### src/rtl/uart_reg_cmd_parser.sv
// uart_reg_cmd_parser
//   ASCII register-access command parser between a UART RX FIFO and TX FIFO.
//   Decodes "Raa<EOL>" and "Waadd<EOL>" (hex), issues one-cycle read/write
//   strobes on a simple register bus and pushes a 4-byte reply:
//   "OK\r\n", "dd\r\n" (read data, uppercase hex) or "ER\r\n".
// Ports
//   clk, rst              clock, asynchronous active-high reset
//   rx_empty/rx_data      RX FIFO status and head byte; rx_pop consumes it
//   tx_full               TX FIFO full; tx_data/tx_push write one byte
//   reg_addr/reg_wdata    register bus address and write data (held)
//   reg_we/reg_re         one-cycle write/read strobes
//   reg_rdata             read data, sampled the cycle after reg_re
//   busy                  high whenever the parser is not idle
//   cmd_err               one-cycle pulse when an ER reply is scheduled
module uart_reg_cmd_parser #(
    parameter int ADDR_W = 8
) (
    input  logic              clk,
    input  logic              rst,
    input  logic              rx_empty,
    input  logic [7:0]        rx_data,
    output logic              rx_pop,
    input  logic              tx_full,
    output logic [7:0]        tx_data,
    output logic              tx_push,
    output logic [ADDR_W-1:0] reg_addr,
    output logic [7:0]        reg_wdata,
    output logic              reg_we,
    output logic              reg_re,
    input  logic [7:0]        reg_rdata,
    output logic              busy,
    output logic              cmd_err
);

    typedef enum logic [2:0] {
        IDLE,
        ARG,
        DISCARD,
        EXEC,
        RDWAIT,
        RESP
    } state_t;

    state_t              state_q;
    logic                is_wr_q;
    logic [2:0]          cnt_q;
    logic [15:0]         shift_q;
    logic [7:0]          b0_q;
    logic [7:0]          b1_q;
    logic [1:0]          idx_q;
    logic [ADDR_W-1:0]   reg_addr_q;
    logic [7:0]          reg_wdata_q;
    logic                reg_we_q;
    logic                reg_re_q;
    logic                cmd_err_q;

    logic                rx_eol;
    logic                rx_hex;
    logic                rx_is_r;
    logic                rx_is_w;
    logic [3:0]          rx_nib;
    logic [2:0]          cnt_max;
    logic [15:0]         shift_d;
    logic [7:0]          addr_d;
    logic [7:0]          wdata_d;

    function automatic logic [3:0] hex_val(input logic [7:0] c);
        if (c >= 8'h30 && c <= 8'h39)
            return c[3:0];
        else
            return c[3:0] + 4'd9;   // 'A'/'a' have low nibble 1
    endfunction

    function automatic logic [7:0] to_ascii(input logic [3:0] n);
        if (n < 4'd10)
            return {4'h3, n};
        else
            return 8'h37 + {4'h0, n};
    endfunction

    always_comb begin
        rx_eol  = (rx_data == 8'h0D) || (rx_data == 8'h0A);
        rx_hex  = (rx_data >= 8'h30 && rx_data <= 8'h39) ||
                  (rx_data >= 8'h41 && rx_data <= 8'h46) ||
                  (rx_data >= 8'h61 && rx_data <= 8'h66);
        rx_is_r = (rx_data == 8'h52) || (rx_data == 8'h72);
        rx_is_w = (rx_data == 8'h57) || (rx_data == 8'h77);
        rx_nib  = hex_val(rx_data);
        cnt_max = is_wr_q ? 3'd4 : 3'd2;
        shift_d = {shift_q[11:0], rx_nib};
        // Address is the first two digits: high byte for W, low byte for R.
        addr_d  = is_wr_q ? shift_q[15:8] : shift_q[7:0];
        wdata_d = shift_q[7:0];
    end

    always_ff @(posedge clk or posedge rst) begin
        if (rst) begin
            state_q     <= IDLE;
            is_wr_q     <= 1'b0;
            cnt_q       <= '0;
            shift_q     <= '0;
            b0_q        <= '0;
            b1_q        <= '0;
            idx_q       <= '0;
            reg_addr_q  <= '0;
            reg_wdata_q <= '0;
            reg_we_q    <= 1'b0;
            reg_re_q    <= 1'b0;
            cmd_err_q   <= 1'b0;
        end else begin
            reg_we_q  <= 1'b0;
            reg_re_q  <= 1'b0;
            cmd_err_q <= 1'b0;
            case (state_q)
                IDLE: begin
                    if (!rx_empty && !rx_eol) begin
                        if (rx_is_r || rx_is_w) begin
                            is_wr_q <= rx_is_w;
                            cnt_q   <= '0;
                            shift_q <= '0;
                            state_q <= ARG;
                        end else begin
                            state_q <= DISCARD;
                        end
                    end
                end
                ARG: begin
                    if (!rx_empty) begin
                        if (rx_hex) begin
                            if (cnt_q == cnt_max) begin
                                state_q <= DISCARD;
                            end else begin
                                shift_q <= shift_d;
                                cnt_q   <= cnt_q + 3'd1;
                            end
                        end else if (rx_eol) begin
                            if (cnt_q == cnt_max) begin
                                reg_addr_q <= addr_d[ADDR_W-1:0];
                                if (is_wr_q) begin
                                    reg_wdata_q <= wdata_d;
                                    reg_we_q    <= 1'b1;
                                end else begin
                                    reg_re_q    <= 1'b1;
                                end
                                state_q <= EXEC;
                            end else begin
                                b0_q      <= 8'h45;
                                b1_q      <= 8'h52;
                                idx_q     <= '0;
                                cmd_err_q <= 1'b1;
                                state_q   <= RESP;
                            end
                        end else begin
                            state_q <= DISCARD;
                        end
                    end
                end
                DISCARD: begin
                    if (!rx_empty && rx_eol) begin
                        b0_q      <= 8'h45;
                        b1_q      <= 8'h52;
                        idx_q     <= '0;
                        cmd_err_q <= 1'b1;
                        state_q   <= RESP;
                    end
                end
                EXEC: begin
                    if (is_wr_q) begin
                        b0_q    <= 8'h4F;
                        b1_q    <= 8'h4B;
                        idx_q   <= '0;
                        state_q <= RESP;
                    end else begin
                        state_q <= RDWAIT;
                    end
                end
                RDWAIT: begin
                    b0_q    <= to_ascii(reg_rdata[7:4]);
                    b1_q    <= to_ascii(reg_rdata[3:0]);
                    idx_q   <= '0;
                    state_q <= RESP;
                end
                RESP: begin
                    if (!tx_full) begin
                        idx_q <= idx_q + 2'd1;
                        if (idx_q == 2'd3)
                            state_q <= IDLE;
                    end
                end
                default: state_q <= IDLE;
            endcase
        end
    end

    always_comb begin
        case (idx_q)
            2'd0:    tx_data = b0_q;
            2'd1:    tx_data = b1_q;
            2'd2:    tx_data = 8'h0D;
            default: tx_data = 8'h0A;
        endcase
    end

    assign rx_pop    = !rx_empty && (state_q == IDLE || state_q == ARG || state_q == DISCARD);
    assign tx_push   = (state_q == RESP) && !tx_full;
    assign busy      = (state_q != IDLE);
    assign reg_addr  = reg_addr_q;
    assign reg_wdata = reg_wdata_q;
    assign reg_we    = reg_we_q;
    assign reg_re    = reg_re_q;
    assign cmd_err   = cmd_err_q;

endmodule

### config.mk
export PLATFORM = sky130hd
export DESIGN_NAME = uart_reg_cmd_parser
export DESIGN_NICKNAME = d
export VERILOG_FILES = /design/src/rtl/uart_reg_cmd_parser.sv
export SDC_FILE = /design/constraint.sdc
export NUM_CORES = 1
export LEC_CHECK = 0
export BUFFER_PORTS_ARGS = -buffer_cell sky130_fd_sc_hd__buf_2
export CAP_MARGIN = 20
export CELL_PAD_IN_SITES_DETAIL_PLACEMENT = 0
export CELL_PAD_IN_SITES_GLOBAL_PLACEMENT = 2
export CORE_MARGIN = 5
export CORE_UTILIZATION = 39
export DETAILED_ROUTE_END_ITERATION = 6
export HOLD_SLACK_MARGIN = 0.12
export PLACE_DENSITY = 0.95
export REMOVE_ABC_BUFFERS = 1
export SLEW_MARGIN = 10
export SYNTH_ARGS = -nofsm -noshare
export SYNTH_HDL_FRONTEND = slang
export SYNTH_SLANG_ARGS = --single-unit
### constraint.sdc
create_clock -name clk -period 2.95 [get_ports clk]
set_input_delay 0.295 -clock clk [delete_from_list [all_inputs] [get_ports clk]]
set_output_delay 0.295 -clock clk [all_outputs]
set_load 0.005 [all_outputs]
# Word-level counts from Yosys, hierarchy flattened
# Cells that the tools add are included.
[totals] wordCells=155 mem_bits_rw=0 latch_bits=0 reg_bits=60 romBits=0 mem_count=0
[classes] n_shift=0 n_eq_ne=27 n_reduce_logical=31 n_addsub=5 n_mux=70 bitwise=2 div=0 multipliers=0 n_lt_le_gt_ge=8
[op_table] operator="two-way mux 8 bit" n=13
[op_table] operator="two-way mux 16 bit" n=5
[op_table] operator="one-hot mux 8 bit (4 select lines)" n=2
[op_table] operator="two-way mux 3 bit" n=15
[op_table] operator="equality test 8 x 7 -> 1 bit, second input constant" n=4
[op_table] operator="one-hot mux 16 bit (2 select lines)" n=1
[op_table] operator="one-hot mux 8 bit (3 select lines)" n=1
[op_table] operator="!= test 2 bit, second input constant" n=11
[op_table] operator="two-way mux 1 bit" n=18
[op_table] operator="one-hot mux 3 bit (6 select lines)" n=1
[op_table] operator="AND reduction 6 bit" n=3
[op_table] operator="equality test 8 x 4 -> 1 bit, second input constant" n=2
[op_table] operator="greater-or-equal comparator 8 x 7 -> 1 bit, second input constant" n=2
[op_table] operator="<= comparator 8 x 7 -> 1 bit, second input constant" n=2
[op_table] operator="two-way mux 2 bit" n=8
[op_table] operator="adder 6 x 4 -> 7 bit, first input constant" n=2
[op_table] operator="two-way mux 7 bit" n=2
[op_table] operator="one-hot mux 2 bit (5 select lines)" n=1
[op_table] operator="greater-or-equal comparator 8 x 6 -> 1 bit, second input constant" n=1
[op_table] operator="<= comparator 8 x 6 -> 1 bit, second input constant" n=1
[op_table] operator="logical OR 1 bit" n=8
[op_table] operator="less-than comparator 4 bit, second input constant" n=2
[op_table] operator="AND reduction 8 bit" n=1
[op_table] operator="logical AND 1 bit" n=7
[op_table] operator="24 further kinds" n=30

# Logic depth before layout (Yosys ltp)
[depth] ltp_word=7 ltp_mapped=9

# Worst setup path before layout
# No wires, ideal clock.
[synth_timing] kind="flip-flop to flip-flop" start="reg is_wr_q" end="reg reg_wdata_q[0] (netlist: reg_wdata[0])" slack_ns=0.924 path_stages_with_launch=6 n_path_buf=1 arrival_time_ns=1.901 cell_sequence="dfrtp_1 -> buf_2 -> or4b_4 -> a211oi_4 -> nand2_4 -> mux2_4"
[synth_between] elab_chain_cells=3
[synth_lines] element="start, declared" line="45" source="logic is_wr_q;"
[synth_lines] element="start signal, assigned" line="118" source="is_wr_q <= rx_is_w;"
[synth_lines] element="two-way mux 3 bit" line="89" source="cnt_max = is_wr_q ? 3'd4 : 3'd2;"
[synth_lines] element="equality test 3 bit" line="137" source="if (cnt_q == cnt_max) begin"
[synth_lines] element="AND reduction 6 bit (no source line) (*)"
[synth_lines] element="end signal, assigned" line="140" source="reg_wdata_q <= wdata_d;"
[synth_lines] element="end, declared" line="52" source="logic [7:0] reg_wdata_q;"
# Every way passes the cells marked *; elsewhere a longest branch is shown, timed or not.
# A chain may end at the register's enable or synchronous reset.

# Final worst setup path
[layout_timing] start="reg state_q[2]" end="reg cnt_q[2]"
[layout_between] elab_chain_cells=3 elab_cells_between_ends=10 classes_between="eq/ne: 6; mux: 1; reduce/logical: 3"
[layout_lines] element="start, declared" line="44" source="state_t state_q;"
[layout_lines] element="start signal, assigned" line="98" source="state_q <= IDLE;"
[layout_lines] element="start signal, assigned" line="121" source="state_q <= ARG;"
[layout_lines] element="start signal, assigned" line="123" source="state_q <= DISCARD;"
[layout_lines] element="equality test 3 x 1 -> 1 bit / zero test 3 bit (equally long branches)" line="114" source="case (state_q)"
[layout_lines] element="!= test 2 bit (no source line) / nonzero test 2 bit (equally long branches)"
[layout_lines] element="AND reduction 6 bit (no source line)"
[layout_lines] element="end signal, assigned" line="134" source="cnt_q <= cnt_q + 3'd1;"
[layout_lines] element="end, declared" line="46" source="logic [2:0] cnt_q;"
# Parallel ways exist; a longest one is shown, timed or not.

==> results.sh <==
export IMPL_ys_seq_area_frac=0.441
export IMPL_crit_chain="or3_1 -> or4_1 -> buf_4 -> a211oi_1 -> nand4_1 -> o211ai_1"
export IMPL_post_drt_wl_per_cell_um=15.1
export IMPL_crit_required_ps=3190
export IMPL_arrival_ps=2500
export IMPL_cp_end_kind="flip-flop"
export IMPL_cp_num_buf_inv=1
export IMPL_diodes=0
export IMPL_hpwl_mm=5.38
export IMPL_syn_inst=336
export IMPL_fmax_ghz=0.443
export IMPL_rsz0062_at_grt="false"
export IMPL_layoutNonFillerInstCount=495
export IMPL_period_needed_ps=2260
export IMPL_synthSimpleGateAreaFrac=0.149
export IMPL_overflow=0
export IMPL_syn_avg_cell_area_um2=9.80
export IMPL_synth_adder_area_share=0.0418
export IMPL_synth_top_family_by_area="compound AO/OA/AOI/OAI gates"
export IMPL_max_cap_violations=0
export IMPL_async_flop_share=1.00
export IMPL_dp_cells=480
export IMPL_synth_edf_count=0
export IMPL_synthDistinctLibCells=65
export IMPL_pre_cts_ws_ps=683
export IMPL_synth_seq_cells=58
export IMPL_nNetsFinal=417
export IMPL_power_density_nw_per_um2=727
export IMPL_grt_pass1_vias=2593
export IMPL_wl_mm=7.48
export IMPL_ys_warn_count=0
export IMPL_fin_skew_ps=9.92
export IMPL_antenna_found_initial=0
export IMPL_numCtsBuffers=9
export IMPL_dr_pass1_iters=4
export IMPL_io_pins=50
export IMPL_start_util=0.401
export IMPL_grt_pass1_wl_mm=12.2
export IMPL_slew_headroom=0.483
export IMPL_critPathLaunchType="flip-flop"
export IMPL_cts_tree="built"
export IMPL_antenna_left=0
export IMPL_synth_area_leaders="dfrtp_1 44%, mux2i_1 8.5%, nand2_1 4.7%"
export IMPL_clock_latency_ps=330
export IMPL_dieArea_um2=10400
export IMPL_via_per_inst=5.30
export IMPL_fp_coreArea_um2=8220
export IMPL_crit_family="simple AND/OR/NAND/NOR gates"
export IMPL_report_final_slew_viol_count=0
export IMPL_cpPeakStageDelay_ps=590
export IMPL_fillerInstances=783
export IMPL_synth_area_mux_share=0.125
export IMPL_crit_slowest_cell="dfrtp_1"
export IMPL_grt_max_degree=38
export IMPL_report_final_hold_viol_count=0
export IMPL_syn_area_um2=3290
export IMPL_worst_hold_path_type="input port to asynchronous set/reset pin"
export IMPL_area_growth_pct=16.2
export IMPL_setup_tns_final_ps=0
export IMPL_post_dp_cell_area_um2=3640
export IMPL_stdcell_area_um2=3830
export IMPL_tightest_slew_ps=774
export IMPL_yosys_area_top_type="dfrtp_1"
export IMPL_worstSetupPathType="flip-flop to flip-flop"
export IMPL_cts_setup_buffers=0
export IMPL_outcome="finished, final reports clean"
export IMPL_num_vias=2623
export IMPL_synth_compound_area_frac=0.169
export IMPL_root_buffer="clkbuf_8"
export IMPL_drc=0
export IMPL_clk_path_buf_depth=2
export IMPL_cts_sinks=58
export IMPL_cts_resized=0
export IMPL_setup_slack_ps=693
export IMPL_die_y_um=102
export IMPL_grtUsageTotal=0.147
export IMPL_place_congestion=0.836
export IMPL_cts_reportedPaths_clkPinSlew_ps=70
export IMPL_port_buffers=48
export IMPL_synthFlopType="dfrtp_1"
export IMPL_min_period_over_period=0.765
export IMPL_dieWidth_um=102
export IMPL_setup_viol=0
export IMPL_vdd_drop_max_mv=0.333
export IMPL_layout_drive_gt1_share=0.231
export IMPL_yosys_area_top_type_share=0.441
export IMPL_htree_levels=3
export IMPL_r2r_slack_ps=690
export IMPL_critPathMaxFanout=22
export IMPL_drtIter0Drc=92
export IMPL_cts_hold_buf=0
export IMPL_synth_xor_area_frac=0.0133
export IMPL_rows=33
export IMPL_p_leak_nw=1.95
-- through the flow --
step / hold slack [ps] / utilization / power (W)
4_1_cts: 128 / 0.466 / 0.00280
3_5_place_dp: 479 / 0.443 / 0.00208
2_1_floorplan: 454 / - / 0.00176
5_1_grt: 168 / 0.466 / 0.00297
6_report: 103 / 0.466 / 0.00278
3_3_place_gp: 478 / 0.443 / 0.00205
-- cell usage after synthesis, types with 3 or more instances --
cell / instances
a22oi_1: 4
nor3_1: 4
mux2i_1: 28
a2bb2oi_1: 3
nand3_1: 3
a211oi_1: 3
inv_1: 31
buf_2: 3
mux2_4: 8
nand2_1: 41
a31oi_1: 5
a22o_1: 3
xnor2_1: 4
dfrtp_1: 58
clkbuf_1: 9
ha_1: 11
a21oi_1: 18
a221o_1: 5
o21ai_0: 16
nor2_1: 27
-- placed cells by master (no fill, tap or decap), drive strengths merged, types with 9 or more instances in the layout --
cell	n
nand2	42
o21ai	17
clkbuf	10
nor2	27
dfrtp	58
ha	11
a21oi	19
mux2i	28
mux2	9
inv	31
buf	55
-- sequential cells by signal (all words and copies together) (netlist names) --
name,count
b0_q,7
b1_q,7
cmd_err,1
cnt_q,3
idx_q,2
is_wr_q,1
reg_addr,8
reg_re,1
reg_wdata,8
reg_we,1
shift_q,16
state_q,3
-- logic make-up after synthesis --
kind of cell	after synthesis
buffers and inverters	47
AOI/OAI and AO/OA	79
muxes	37
and+or+nand+nor	98
DFF	58
other	1
xor gates and xnor gates	5
adders and majority gates	11
-- where the power goes --
part | leakage [nW] | switching (W) | internal (W) | total, W
Clock | 0.0941 | 0.000318 | 0.000405 | 0.000723
Combinational | 1.09 | 0.000475 | 0.000417 | 0.000891
Sequential | 0.768 | 0.000219 | 0.000952 | 0.00117
Total | 1.95 | 0.00101 | 0.00177 | 0.00278
-- cell type report --
class                           instances  area, um^2  share of cell area
Clock inverter                          5        55.1              0.0144
Tap cell                              105         131              0.0343
Inverter                               31         116              0.0304
Multi-Input combinational cell        231        1640               0.429
Clock buffer                           10         138              0.0359
Sequential cell                        58        1450               0.379
Timing Repair Buffer                   55         293              0.0765
-- per-layer routing --
metal	GRT usage	part of all wire	vias up
met1	0.205	0.49	1258
met3	0.0280	0.052	6
met4	0.0515	0.011	0
met5	0	0	-
li1	-	-	1284
met2	0.230	0.45	75
-- final timing paths --
kind / start / endpoint / cells past startpoint
max: state_q[2] / cnt_q[2] / 6
min: rst / b0_q[0] / 2
max reg2reg: state_q[2] / cnt_q[2] / 6
min reg2reg: b0_q[4] / b0_q[4] / 1
max in group asynchronous: rst / b0_q[3] / 3
min in group clk: tx_full / idx_q[1] / 4
Power figures use the tool's default switching activity.
